**config.mk**
```make
export PLATFORM = sky130hd
export DESIGN_NAME = tt_um_temporizador_8bits
export DESIGN_NICKNAME = d
export VERILOG_FILES = /design/src/rtl/temporizador_pkg.sv /design/src/rtl/down_counter_8bits.sv /design/src/rtl/tt_um_temporizador_8bits.sv
export SDC_FILE = /design/constraint.sdc
export NUM_CORES = 1
export LEC_CHECK = 0
export ABC_AREA = 1
export BUFFER_PORTS_ARGS = -buffer_cell sky130_fd_sc_hd__buf_2
export CELL_PAD_IN_SITES_DETAIL_PLACEMENT = 1
export CELL_PAD_IN_SITES_GLOBAL_PLACEMENT = 1
export CORE_ASPECT_RATIO = 1.1
export CORE_MARGIN = 3
export CORE_UTILIZATION = 41
export DETAILED_ROUTE_END_ITERATION = 7
export GPL_ROUTABILITY_DRIVEN = 0
export MAX_ROUTING_LAYER = met4
export PLACE_DENSITY_LB_ADDON = 0.1
export SYNTH_ARGS = -nofsm -noshare
export SYNTH_HDL_FRONTEND = slang
export SYNTH_SLANG_ARGS = --single-unit
```
**constraint.sdc**
```tcl
create_clock -name clk -period 2.5 [get_ports clk]
set_input_delay 0.375 -clock clk [delete_from_list [all_inputs] [get_ports clk]]
set_output_delay 0.375 -clock clk [all_outputs]
set_load 0.01 [all_outputs]
```
**src/rtl/temporizador_pkg.sv**
```systemverilog
// Shared types and pin-map constants for the loadable 8-bit down-counter tile.
package temporizador_pkg;

  typedef enum logic [1:0] {
    IDLE = 2'd0,
    RUN  = 2'd1,
    DONE = 2'd2
  } state_e;

  localparam int unsigned UI_LOAD  = 0;
  localparam int unsigned UI_START = 1;
  localparam int unsigned UI_PAUSE = 2;
  localparam int unsigned UI_AUTO  = 3;

  localparam int unsigned UIO_ZERO = 4;
  localparam int unsigned UIO_RUN  = 5;
  localparam int unsigned UIO_DONE = 6;

  localparam int unsigned PRESCALE_DEFAULT = 4;
  localparam logic [7:0]  UIO_OE_CONST     = 8'hF0;

endpackage

```
**src/rtl/down_counter_8bits.sv**
```systemverilog
// Count register with load, decrement, terminal reload/clear and a one-cycle zero pulse.
module down_counter_8bits (
  input  logic       clk_i,
  input  logic       rst_ni,
  input  logic       load_i,
  input  logic [7:0] load_val_i,
  input  logic       dec_i,
  input  logic       auto_i,
  input  logic [7:0] rld_i,
  output logic [7:0] count_o,
  output logic       zero_pulse_o
);

  logic [7:0] count_q, count_d;
  logic       zp_q, zp_d;

  // Decrementing from 1 is the terminal event, so the count never wraps below 0.
  always_comb begin
    count_d = count_q;
    zp_d    = 1'b0;
    if (load_i) begin
      count_d = load_val_i;
    end else if (dec_i && (count_q != '0)) begin
      if (count_q == 8'd1) begin
        zp_d    = 1'b1;
        count_d = auto_i ? rld_i : '0;
      end else begin
        count_d = count_q - 8'd1;
      end
    end
  end

  always_ff @(posedge clk_i) begin
    if (!rst_ni) begin
      count_q <= '0;
      zp_q    <= 1'b0;
    end else begin
      count_q <= count_d;
      zp_q    <= zp_d;
    end
  end

  assign count_o      = count_q;
  assign zero_pulse_o = zp_q;

endmodule

```
**src/rtl/tt_um_temporizador_8bits.sv**
```systemverilog
// Tiny Tapeout down-counter/timer top: synchronisers, edge detect, FSM, prescaler, pin map.
// Optional prescaler enabled by defining TIMER_PRESCALER_EN.
module tt_um_temporizador_8bits
  import temporizador_pkg::*;
#(
  parameter int unsigned PRESCALE = PRESCALE_DEFAULT
) (
  input  logic       clk,
  input  logic       rst_n,
  input  logic       ena,
  input  logic [7:0] ui_in,
  output logic [7:0] uo_out,
  input  logic [7:0] uio_in,
  output logic [7:0] uio_out,
  output logic [7:0] uio_oe
);

  logic [3:0] ctl_s1_q, ctl_s2_q;
  logic [7:0] val_s1_q, val_s2_q;
  logic       ld_prev_q, st_prev_q;
  logic [7:0] rld_q;
  state_e     state_q, state_d;
  logic [7:0] count;
  logic       zero_pulse;
  logic       running, done;
  logic       load_edge, start_edge, pause, auto_mode, tick;
  logic       run_tick, restart, cnt_load, cnt_dec;
  logic [7:0] cnt_val;

  always_ff @(posedge clk) begin
    if (!rst_n) begin
      ctl_s1_q  <= '0;
      ctl_s2_q  <= '0;
      val_s1_q  <= '0;
      val_s2_q  <= '0;
      ld_prev_q <= 1'b0;
      st_prev_q <= 1'b0;
    end else begin
      ctl_s1_q  <= ui_in[3:0];
      ctl_s2_q  <= ctl_s1_q;
      val_s1_q  <= {ui_in[7:4], uio_in[3:0]};
      val_s2_q  <= val_s1_q;
      ld_prev_q <= ctl_s2_q[UI_LOAD];
      st_prev_q <= ctl_s2_q[UI_START];
    end
  end

  assign load_edge  = ctl_s2_q[UI_LOAD] & ~ld_prev_q;
  assign start_edge = ctl_s2_q[UI_START] & ~st_prev_q;
  assign pause      = ctl_s2_q[UI_PAUSE];
  assign auto_mode  = ctl_s2_q[UI_AUTO];

  always_ff @(posedge clk) begin
    if (!rst_n) begin
      rld_q <= '0;
    end else if (load_edge) begin
      rld_q <= val_s2_q;
    end
  end

`ifdef TIMER_PRESCALER_EN
  localparam int unsigned PW = (PRESCALE > 1) ? $clog2(PRESCALE) : 1;
  logic [PW-1:0] presc_q;
  logic          run_entry;

  assign run_entry = (state_q != RUN) && (state_d == RUN);
  assign tick      = (presc_q == PW'(PRESCALE - 1));

  always_ff @(posedge clk) begin
    if (!rst_n || load_edge || run_entry) begin
      presc_q <= '0;
    end else if ((state_q == RUN) && !pause) begin
      presc_q <= tick ? '0 : presc_q + 1'b1;
    end
  end
`else
  assign tick = 1'b1;
`endif

  // Load edge has absolute priority; restart from DONE reuses the counter's load path with rld.
  assign run_tick = (state_q == RUN) & ~pause & tick;
  assign restart  = (state_q == DONE) & ~pause & start_edge & (rld_q != '0);
  assign cnt_load = load_edge | restart;
  assign cnt_val  = load_edge ? val_s2_q : rld_q;
  assign cnt_dec  = run_tick & ~load_edge;

  down_counter_8bits u_cnt (
    .clk_i       (clk),
    .rst_ni      (rst_n),
    .load_i      (cnt_load),
    .load_val_i  (cnt_val),
    .dec_i       (cnt_dec),
    .auto_i      (auto_mode),
    .rld_i       (rld_q),
    .count_o     (count),
    .zero_pulse_o(zero_pulse)
  );

  always_ff @(posedge clk) begin
    if (!rst_n) begin
      state_q <= IDLE;
    end else begin
      state_q <= state_d;
    end
  end

  always_comb begin
    state_d = state_q;
    if (load_edge) begin
      state_d = IDLE;
    end else if (!pause) begin
      unique case (state_q)
        IDLE:    if (start_edge && (count != '0)) state_d = RUN;
        RUN:     if (tick && (count == 8'd1) && !auto_mode) state_d = DONE;
        DONE:    if (restart) state_d = RUN;
        default: state_d = IDLE;
      endcase
    end
  end

  always_comb begin
    running = (state_q == RUN);
    done    = (state_q == DONE);
  end

  always_comb begin
    uio_out           = '0;
    uio_out[UIO_ZERO] = zero_pulse;
    uio_out[UIO_RUN]  = running;
    uio_out[UIO_DONE] = done;
  end

  assign uo_out = count;
  assign uio_oe = UIO_OE_CONST;

  logic unused_ok;
  assign unused_ok = &{1'b0, ena, uio_in[7:4], PRESCALE[0]};

endmodule

```
==> flow_summary.ini <==
[run_status]
run_status = completed

[cells_and_area]
fill_cells = 671
diodes = 0
fin_nets = 356
post-route-util = 0.477
drive_gt1_frac = 0.137
area_growth_pct = 8.13

[cts]
cts_setup_buffers = 0
clkLatencyLatePin_ps = 300
cts_tree = done
cts_hold_buf = 0
cts_max_path_buffers = 2
postCtsResizedCells = 0
cts-root-buf = clkbuf_8
cts_made_buffers = 5
cts_max_level = 2
clk_pin_slew_worst_paths_ps = 90
cts.sinks = 45

[timing]
fin_worst_skew_ps = 5.39
setup_viol = 0
fin_ws_ps = 864
finalHoldViolCount = 0
rsz0062_at_grt = false
fin_crit_ps = 1640
maxSlewHeadroom = 0.553
drv_slew = 0
timing.fmax_ghz = 0.611
period_share = 0.654
fin_tns_setup_ps = 0
worst_pin_slew_ps = 670

[logic_synthesis]
yosys-top-cells-count = 87 x nand2_1, 66 x inv_1, 45 x dfxtp_1, 32 x nor2_1, 17 x buf_4
synth_enable_flop_cells = 0
synth-compound-area-share = 0.0579
synth_top_area_frac = 0.421
yosys.area.top_type = dfxtp_1
netlist_instances = 314
synthFlopType = dfxtp_1
synth_simple_gate_area_share = 0.307
synth_top_family_by_area = simple AND/OR/NAND/NOR gates
synthDistinctLibCells = 25
ys_seq_area_frac = 0.421
syn_avg_cell_area_sq_um = 6.81
synthTopCellsByArea = dfxtp_1 42%, nand2_1 15%, inv_1 12%, buf_4 6.0%, nor2_1 5.6%
synth_area_sq_um = 2140
ys_ff_latch = 45
synth_mux_area_frac = 0
async_flop_share = 0
synth_fa_ha_area_frac = 0.0176
synth_xor_xnor_area_share = 0.00410
ys_warn_count = 0
yosysMostFrequentCell = nand2_1

[floorplan]
ios = 43
die_x_um = 74.9
core_sq_um = 4850
fp.dieH_um = 81.7
initial_core_util = 0.441
design.die.area_sq_um = 6120
rows = 26

[grt]
grt_start_max_net_pins = 33
grt_pass1_vias = 1696
grt_pass1_wl_um = 7580
grt-ovfl-total = 0
antenna_found_initial = 0
grt.total_usage = 0.167

[route]
wl_per_cell_um = 11.2
drc = 0
drtIter0Drc = 70
drtPass1Iterations = 4
wl_um = 4370
via_per_inst = 4.49
vias = 1756
ant_nets = 0

[pwr]
seq_power_share = 0.441
p_clk_frac = 0.242
power.leakage_nw = 1.36
power_mw = 1.86
p_int_mw = 1.18
comb_power_share = 0.317
power.density_nw_per_um2 = 803
switching_share = 0.364
irDropWorstVdd_v = 0.000360
switching_power_mw = 0.676

[worst_hold_path]
hp-class = in2reg

[worst_setup_path]
cp_slowest_stage_delay_ps = 370
cp-start-kind = flop
crit_type = reg2reg
cp.required_ps = 2700
cp.arrival_ps = 1840
critPathMaxFanout = 21
r2r_slack_ps = 860
path_cells = inv_1, nor2_1, inv_1, o21ai_0, a21oi_1, o21ai_0, nor2_1
cp_top_family = compound AO/OA/AOI/OAI gates
crit_slowest_cell = o21ai_0
end_kind = flop
worst-path-buf-inv = 2

[job]
cap_violations = 0

[place]
pre_cts_ws_ps = 890
io_buffers = 24
hpwlAfterDp_um = 3360
## state kept, by name (all words and copies together) (netlist names)
| name | count |
|---|---|
| rld_q | 8 |
| u_cnt.zero_pulse_o | 1 |
| ctl_s1_q | 4 |
| u_cnt.count_o | 8 |
| ctl_s2_q | 4 |
| state_q | 2 |
| val_s1_q | 8 |
| st_prev_q | 1 |
| ld_prev_q | 1 |
| val_s2_q | 8 |
## cells by family (layout without fill, tap and decap cells)
logic type / Yosys count / after routing
compound gates: 21 / 21
xor+xnor: 1 / 1
fa+ha+maj: 3 / 3
buf+inv: 90 / 100
flops: 45 / 45
other cells: 2 / 13
simple gates: 152 / 152
## worst paths after layout
path / cells after the start / from / end
min reg2reg: 2 / val_s1_q[6]$_SDFF_PN0_ / val_s2_q[6]$_SDFF_PN0_
min: 3 / ui_in[6] / val_s1_q[6]$_SDFF_PN0_
max: 7 / ctl_s2_q[0]$_SDFF_PN0_ / u_cnt.count_o[2]$_SDFFE_PN0P_
max reg2reg: 7 / ctl_s2_q[0]$_SDFF_PN0_ / u_cnt.count_o[2]$_SDFFE_PN0P_
## layout by cell type, fill, tap and decap left out
cell type / n
a211oi_1: 1
a21oi_1: 2
buf_2: 24
buf_4: 1
clkbuf_1: 1
clkbuf_8: 5
clkinvlp_4: 2
conb_1: 13
dfxtp_1: 45
ha_1: 3
inv_1: 66
inv_2: 1
nand2_1: 87
nand2_2: 6
nand3_1: 12
nand3_2: 1
nand3b_1: 1
nand4_1: 5
nor2_1: 32
nor2_2: 3
nor2_4: 3
nor3_1: 2
o21a_1: 6
o21ai_0: 9
o21ai_1: 2
o22ai_1: 1
xor2_1: 1
## final cells by class
type	instances	area, sq um	area share
Timing Repair Buffer	25	128	0.0552
Tap cell	56	70.1	0.0303
Clock buffer	6	72.6	0.0314
Multi-Input combinational cell	190	875	0.378
Inverter	67	251	0.109
Sequential cell	45	901	0.390
Clock inverter	2	15.0	0.00649
## power by group through the flow
stage / clock network, mW / registers [mW] / logic, mW
after detailed placement: 0 / 0.837 / 0.598
after floorplan: 0 / 0.835 / 0.481
after global placement: 0 / 0.833 / 0.576
after CTS: 0.468 / 0.820 / 0.602
after global routing: 0.489 / 0.829 / 0.689
final: 0.450 / 0.819 / 0.589
## tightest hold or removal path, stage by stage
cell and delay (ps):
buf_2 70, nand2_1 40, inv_1 40
## stage by stage
step                area, sq um  std cells  hold WS, ps
floorplan                  2180        325          390
detailed placement         2220        383          399
global placement           2220        383          393
finish                     2310        391          252
CTS                        2310        391          243
global route               2310        391          248
## metal layers
metal / share of wire / wire [um] / GRT usage
met1: 0.47 / 2060 / 0.201
met2: 0.47 / 2070 / 0.274
met3: 0.038 / 167 / 0.0330
met4: 0.017 / 73 / 0.0641
met5: 0 / 0 / -
Note: power is estimated with default switching activity, not from simulation.
